==> src/rtl/pong_match_controller.sv <==
// Pong match sequencer: debounced pause/start key, scores, serve side and game-flow FSM; all outputs registered (1 cycle).
// PONG_AUTO_SERVE_EN: when defined, GOAL returns straight to SERVE instead of IDLE after the hold.
module pong_match_controller #(
    parameter int WIN_SCORE       = 7,
    parameter int GOAL_HOLD_TICKS = 60,
    parameter int DEBOUNCE_CYCLES = 250000
) (
    input  logic       CLOCK_25,
    input  logic       reset_n,
    input  logic       tick,
    input  logic       key_pause,
    input  logic       miss_left,
    input  logic       miss_right,
    output logic       run,
    output logic       serve,
    output logic       serve_side,
    output logic [2:0] score_1,
    output logic [2:0] score_2,
    output logic       goal_player_1,
    output logic       goal_player_2,
    output logic       win_player_1,
    output logic       win_player_2,
    output logic [2:0] state
);

    localparam int             CW        = $clog2(DEBOUNCE_CYCLES + 1);
    localparam logic [CW-1:0]  DB_LAST   = CW'(DEBOUNCE_CYCLES - 1);
    localparam logic [7:0]     GOAL_LAST = 8'(GOAL_HOLD_TICKS - 1);
    localparam logic [2:0]     WIN_VAL   = 3'(WIN_SCORE);

    typedef enum logic [2:0] {
        S_IDLE   = 3'd0,
        S_SERVE  = 3'd1,
        S_PLAY   = 3'd2,
        S_PAUSED = 3'd3,
        S_GOAL   = 3'd4,
        S_WIN    = 3'd5
    } match_state_t;

    match_state_t  cur_state;
    logic          key_meta;
    logic          key_sync;
    logic          key_level;
    logic [CW-1:0] db_cnt;
    logic          press;
    logic [7:0]    goal_cnt;
    logic [2:0]    score_1_inc;
    logic [2:0]    score_2_inc;

    assign score_1_inc = score_1 + 3'd1;
    assign score_2_inc = score_2 + 3'd1;
    assign state       = cur_state;

    // Key idles high (active-low button), so the synchronizer and accepted level reset to 1.
    always_ff @(posedge CLOCK_25 or negedge reset_n) begin
        if (!reset_n) begin
            key_meta <= 1'b1;
            key_sync <= 1'b1;
        end else begin
            key_meta <= key_pause;
            key_sync <= key_meta;
        end
    end

    always_ff @(posedge CLOCK_25 or negedge reset_n) begin
        if (!reset_n) begin
            key_level <= 1'b1;
            db_cnt    <= '0;
            press     <= 1'b0;
        end else begin
            press <= 1'b0;
            if (key_sync == key_level) begin
                db_cnt <= '0;
            end else if (db_cnt == DB_LAST) begin
                key_level <= key_sync;
                db_cnt    <= '0;
                press     <= ~key_sync;
            end else begin
                db_cnt <= db_cnt + 1'b1;
            end
        end
    end

    always_ff @(posedge CLOCK_25 or negedge reset_n) begin
        if (!reset_n) begin
            cur_state     <= S_IDLE;
            run           <= 1'b0;
            serve         <= 1'b0;
            serve_side    <= 1'b0;
            score_1       <= 3'd0;
            score_2       <= 3'd0;
            goal_player_1 <= 1'b0;
            goal_player_2 <= 1'b0;
            win_player_1  <= 1'b0;
            win_player_2  <= 1'b0;
            goal_cnt      <= 8'd0;
        end else begin
            serve <= 1'b0;
            case (cur_state)
                S_IDLE: begin
                    if (press) cur_state <= S_SERVE;
                end
                S_SERVE: begin
                    if (tick) begin
                        cur_state <= S_PLAY;
                        serve     <= 1'b1;
                        run       <= 1'b1;
                    end
                end
                S_PLAY: begin
                    // Misses outrank a same-cycle press; a double miss is a replay.
                    if (miss_left && miss_right) begin
                        cur_state <= S_SERVE;
                        run       <= 1'b0;
                    end else if (miss_left) begin
                        score_2    <= score_2_inc;
                        serve_side <= 1'b0;
                        run        <= 1'b0;
                        goal_cnt   <= 8'd0;
                        if (score_2_inc == WIN_VAL) begin
                            cur_state    <= S_WIN;
                            win_player_2 <= 1'b1;
                        end else begin
                            cur_state     <= S_GOAL;
                            goal_player_2 <= 1'b1;
                        end
                    end else if (miss_right) begin
                        score_1    <= score_1_inc;
                        serve_side <= 1'b1;
                        run        <= 1'b0;
                        goal_cnt   <= 8'd0;
                        if (score_1_inc == WIN_VAL) begin
                            cur_state    <= S_WIN;
                            win_player_1 <= 1'b1;
                        end else begin
                            cur_state     <= S_GOAL;
                            goal_player_1 <= 1'b1;
                        end
                    end else if (press) begin
                        cur_state <= S_PAUSED;
                        run       <= 1'b0;
                    end
                end
                S_PAUSED: begin
                    if (press) begin
                        cur_state <= S_PLAY;
                        run       <= 1'b1;
                    end
                end
                S_GOAL: begin
                    if (tick) begin
                        if (goal_cnt == GOAL_LAST) begin
                            goal_cnt      <= 8'd0;
                            goal_player_1 <= 1'b0;
                            goal_player_2 <= 1'b0;
`ifdef PONG_AUTO_SERVE_EN
                            cur_state     <= S_SERVE;
`else
                            cur_state     <= S_IDLE;
`endif
                        end else begin
                            goal_cnt <= goal_cnt + 8'd1;
                        end
                    end
                end
                S_WIN: begin
                    if (press) begin
                        score_1      <= 3'd0;
                        score_2      <= 3'd0;
                        win_player_1 <= 1'b0;
                        win_player_2 <= 1'b0;
                        cur_state    <= S_SERVE;
                    end
                end
                default: begin
                    cur_state <= S_IDLE;
                    run       <= 1'b0;
                end
            endcase
        end
    end

endmodule

==> config.mk <==
export PLATFORM = sky130hd
export DESIGN_NAME = pong_match_controller
export DESIGN_NICKNAME = d
export VERILOG_FILES = /design/src/rtl/pong_match_controller.sv
export SDC_FILE = /design/constraint.sdc
export NUM_CORES = 1
export LEC_CHECK = 0
export ABC_AREA = 1
export BUFFER_PORTS_ARGS = -buffer_cell sky130_fd_sc_hd__buf_2
export CAP_MARGIN = 20
export CORE_MARGIN = 3
export CORE_UTILIZATION = 49
export CTS_CLUSTER_SIZE = 20
export DETAILED_ROUTE_END_ITERATION = 7
export GPL_ROUTABILITY_DRIVEN = 1
export PLACE_DENSITY = 0.79
export SYNTH_ARGS = -nofsm -noshare
export SYNTH_HDL_FRONTEND = slang
export SYNTH_SLANG_ARGS = --single-unit
==> constraint.sdc <==
create_clock -name CLOCK_25 -period 1.4 [get_ports CLOCK_25]
set_input_delay 0.14 -clock CLOCK_25 [delete_from_list [all_inputs] [get_ports CLOCK_25]]
set_output_delay 0.14 -clock CLOCK_25 [all_outputs]
set_load 0.1 [all_outputs]
### Word-level counts from Yosys, hierarchy flattened

Cells that the tools add are included.

| word-level totals | value |
|---|---|
| flip-flop bits (word level) | 46 |
| output and inout port bits | 16 |

| cells by class | value |
|---|---|
| add/sub/neg operators | 4 |
| eq/ne operators | 26 |
| muxes and demuxes | 61 |
| bitwise gates (word level) | 4 |
| reductions and logical operators | 18 |

Operator list:

| kind | count |
|---|---|
| $mux 3 | 15 |
| $mux 8 | 5 |
| $mux 18 | 2 |
| $mux 1 | 30 |
| $ne 2x2->1 const B | 13 |
| $add 18x1->18 const B | 1 |
| $eq 18x18->1 const B | 1 |
| $reduce_and 6->1 | 3 |
| $pmux 8 s2 | 1 |
| $pmux 3 s5 | 1 |
| $eq 3x3->1 const B | 4 |
| $pmux 3 s2 | 2 |
| $reduce_and 4->1 | 3 |
| $reduce_and 5->1 | 2 |
| $add 8x1->8 const B | 1 |
| $eq 8x6->1 const B | 1 |
| $pmux 1 s2 | 4 |
| $reduce_and 7->1 | 1 |
| $add 3x1->3 const B | 2 |
| $eq 3x2->1 const B | 2 |
| $reduce_bool 2->1 | 3 |
| $ne 5x5->1 const B | 1 |
| $not 1->1 | 4 |
| $pmux 1 s4 | 1 |
| 10 further kinds | 10 |

### Longest topological paths before layout

| depth | value |
|---|---|
| depth in word-level cells | 7 |
| gate-level depth with buffers | 10 |
| mapped depth without buffers | 10 |

### Least setup slack after synthesis

OpenSTA, ideal clock, no wires.

| path | value |
|---|---|
| path type | reg2reg |
| start point | register cur_state[2] (netlist: state[2]) |
| end point | register score_1[1] |
| arrival time | 1.936 ns |
| path slack | -0.659 ns |
| stages on the path, launching flop included | 11 |
| clock period less this slack | 2.059 ns |
| path through | dfrtp_1 > buf_4 > inv_2 > nand3_4 > inv_2 > o21ai_2 > nand3_1 > inv_1 > nand2_1 > nand2_1 > nand2_1 |

| on the way | value |
|---|---|
| cells in the longest elaborated chain, start to end | 3 |

RTL lines:

| what | RTL line | text |
|---|---|---|
| from (decl) | 40 | `match_state_t cur_state;` |
| from (signal assigned) | 86 | `cur_state <= S_IDLE;` |
| from (signal assigned) | 101 | `if (press) cur_state <= S_SERVE;` |
| from (signal assigned) | 105 | `cur_state <= S_PLAY;` |
| $eq 3x3->1 or $eq 3x2->1 (tied branches) | 99 | `case (cur_state)` |
| $ne 2x2->1 (no source line) or $reduce_bool 2->1 (tied branches) | -- |  |
| $reduce_and 5->1 (no source line) | -- |  |
| to (signal assigned) | 128 | `score_1 <= score_1_inc;` |
| to (decl) | 17 | `output logic [2:0] score_1,` |

Several ways; a longest one is shown, not always the timed one.
A chain may end at the register's enable or synchronous reset.

### Worst setup path after layout

| path | value |
|---|---|
| start point | register goal_cnt[2] |
| end point | register cur_state[0] (netlist: state[0]) |

| on the way | value |
|---|---|
| cells in the longest elaborated chain, start to end | 3 |

RTL lines:

| what | RTL line | text |
|---|---|---|
| from (decl) | 46 | `logic [7:0] goal_cnt;` |
| from (signal assigned) | 162 | `goal_cnt <= goal_cnt + 8'd1;` |
| $eq 8x6->1 | 152 | `if (goal_cnt == GOAL_LAST) begin` |
| $ne 2x2->1 (no source line) | -- |  |
| $reduce_and 6->1 (no source line) | -- |  |
| to (signal assigned) | 146 | `cur_state <= S_PLAY;` |
| to (signal assigned) | 159 | `cur_state <= S_IDLE;` |
| to (signal assigned) | 172 | `cur_state <= S_SERVE;` |

No other way between the ends.

==> impl_metrics.toml <==
[yosys]
synth_nets = 369
syn_area_um2 = 2670
ys_types = 30
ys.flop_type = "dfrtp_1"
synth_area_leader_cell = "dfrtp_1"
synth_most_common_cell = "nand2_1"
syn_inst = 355
synth_edf_count = 0
synthArstFlopShare_pct = 100
synth_area_leaders = "dfrtp_1 (40%), nand2_1 (14%), nor2_1 (7.3%), inv_1 (6.6%), nand3_1 (3.9%)"
synth_seq_cells = 46
synth.avg_cell_area_um2 = 7.51
ys.warnings.count = 0
synthDominantCellAreaShare_pct = 40.4
synth_common_cells = "nand2_1 (100), nor2_1 (52), inv_1 (47)"
seq_area_frac_synth_pct = 43.3

[critical_path]
cp_max_fo = 5
r2r-start = "goal_cnt[2]$_DFFE_PN0P_"
worstSetupPathType = "register to register"
cp.arrival_ps = 1850
reg2reg_depth = 9
ff2ff_setup_slack_ps = -200
crit_path_end_kind = "register"
r2r-end = "state[0]$_DFFE_PN0P_"
critPathLaunchType = "register"
required_ps = 1650

[pwr]
p_seq_share_pct = 53.0
switchingPower_mw = 0.627
power.leakage_nw = 1.95
power.total_mw = 2.56
swShare_pct = 24.5
ir_worst_vdd_v = 0.000549
power_frac_clock_pct = 40.7
powerDensity_nw_per_um2 = 628
p_comb_share_pct = 6.3
power.internal_mw = 1.93

[final_layout]
area_delta_synth_final_pct = 53.0
drive_gt1_share_pct = 45.4
n_antenna_cell = 0
fin_util_pct = 78.8
final_nets = 469
stdcell_count = 526

[sta]
fin_ws_ps = -196
whs_ps = 135
hold_viol = 0
drv_slew = 0
setup-violations-final = 25
finClkSkew_ps = 9.81
worstMarginPinSlew_ps = 488
post-route-period-util_pct = 114
fmaxAchievable_mhz = 627
fin_crit_ps = 1600
rsz0062_at_grt = "yes"
slew_headroom_pct = 67.7

[global_route]
antenna_found_initial = 0
grt_pass1_vias = 2649
gr-usage-met1_pct = 27.2
grt.busiest_layer = "met2"
grtUsageMet3_pct = 5.98
grt_use_total_pct = 23.6
grt_max_degree = 47
use_met2_pct = 42.4
grt_pass1_wl_um = 11700
grt.overflow.total = 0

[die]
core_area_um2 = 5170
die_h_um = 79.8
start_util_pct = 51.5
die_area_um2 = 6360
std_cell_rows = 26
dieWidth_um = 79.8
pin_count = 22

[clock_tree]
path_clk_slew_ps = 100
cts_htree_levels = 2
clk_latency_ps = 310
tritoncts = "built"
clockBufferDepth = 2
root_buffer = "clkbuf_8"
clock_sinks = 46
cts_inserted_buffers = 5

[hold_path]
worst_hold_path.num_cells = 3
hold_path.class = "input pin to register"
hold_end = "serve$_DFF_PN0_"
hp-start = "tick"

[run_status]
status = "finished with violations"
violations = "negative setup slack"

[routing]
drc = 0
routed_via_density = 5.55
vias = 2918
drt_iter0_markers = 198
avgRoutedWirePerCell_um = 17.3
firstDrtPassIters = 5
wl_um = 9110
ant_nets = 0

[placement]
dpl.hpwl_um = 4730
port_buffers = 21
preCtsSetupSlack_ps = -118
place.gp.congestion = 0.921
dp.cells = 488

[run]
cap_violations = 0
==> cells by family (layout without fill, tap and decap cells) <==
logic type / after synthesis / after routing / synth area share [%]
compound gates: 29 / 29 / 6.67
mux: 1 / 1 / 0.423
fa+ha+maj: 8 / 8 / 3.76
flops: 46 / 46 / 43.3
simple gates: 208 / 209 / 34.4
buf+inv: 53 / 153 / 8.17
xor+xnor: 10 / 10 / 3.29
==> flip-flops by register name, indices dropped and copies added (netlist names) <==
name	count
state	3
goal_player_2	1
press	1
goal_cnt	8
score_2	3
key_sync	1
serve_side	1
run	1
key_meta	1
goal_player_1	1
db_cnt	18
serve	1
score_1	3
key_level	1
win_player_1	1
win_player_2	1
==> worst max-delay path by stage <==
stage	depth (start not counted)	to	startpoint
global placement	9	state[1]$_DFFE_PN0P_	state[2]$_DFFE_PN0P_
detailed placement	9	state[2]$_DFFE_PN0P_	state[2]$_DFFE_PN0P_
finish	9	state[0]$_DFFE_PN0P_	goal_cnt[2]$_DFFE_PN0P_
CTS	9	state[2]$_DFFE_PN0P_	state[0]$_DFFE_PN0P_
floorplan	9	score_2[0]$_DFFE_PN0P_	state[2]$_DFFE_PN0P_
global route	7	win_player_1$_DFFE_PN0P_	state[0]$_DFFE_PN0P_
==> power by group through the flow <==
| stage | combinational [mW] | sequential, mW | clock (mW) |
|---|---|---|---|
| 6_report | 0.161 | 1.36 | 1.04 |
| 5_1_grt | 0.177 | 1.36 | 1.11 |
| 4_1_cts | 0.143 | 1.35 | 1.04 |
| 3_5_place_dp | 0.136 | 1.38 | 0 |
| 3_3_place_gp | 0.132 | 1.38 | 0 |
| 2_1_floorplan | 0.0324 | 1.41 | 0 |
==> area by class of cell <==
type                       instances  area (µm²)
multi-input combinational        257        1690
sequential                        46        1180
fill                             299        1090
timing repair buffer              95         791
inverter                          50         213
tap                               70        87.6
clock buffer                       5        68.8
clock inverter                     3        43.8
==> per-stage QoR <==
stage	cell area [µm²]	TNS (ps)
finish	4080	-2430
global route	4080	-4370
CTS	3610	-318
detailed placement	3260	-971
global placement	3260	-371
floorplan	2710	-3980
==> routing by layer <==
metal / share of wire [%] / wire (µm)
met1: 36 / 3280
met2: 52 / 4770
met3: 6.3 / 571
met4: 5.4 / 489
met5: 0 / 0
==> worst max-delay path, cell delays in order, from the launching register on <==
cell	delay (ps)
dfrtp_1	430
inv_1	90
nand2_1	70
nor2_1	270
nand2_2	180
nand2_8	140
nand3_4	90
nor2_4	130
nand2_1	70
nand2_1	50
==> what timing repair did <==
item | CTS | global route
resized for setup | 43 | 86
endpoints found under the hold margin | 44 | 0
setup endpoints to repair | 27 | 39
buffers inserted | 10 | 19
hold buffers | 2 | 0
cloned | 0 | 1
pin swaps | 15 | 33
==> cell usage in the layout, fill, tap and decap left out, types with 5 or more instances in the layout <==
cell       n
buf_12     5
buf_2     17
buf_4     57
buf_6     14
clkbuf_8   5
dfrtp_1   33
dfrtp_2    5
dfrtp_4    5
ha_1       5
inv_1     37
inv_2      8
nand2_1   75
nand2_2   19
nand2_4    8
nand3_1   12
nand3_2    5
nand3_4    6
nand4_1   14
nor2_1    37
nor2_2     7
nor2_4    12
o21ai_1    5
o21ai_2    8
xor2_1     9
Note: power is estimated with default switching activity, not from simulation.
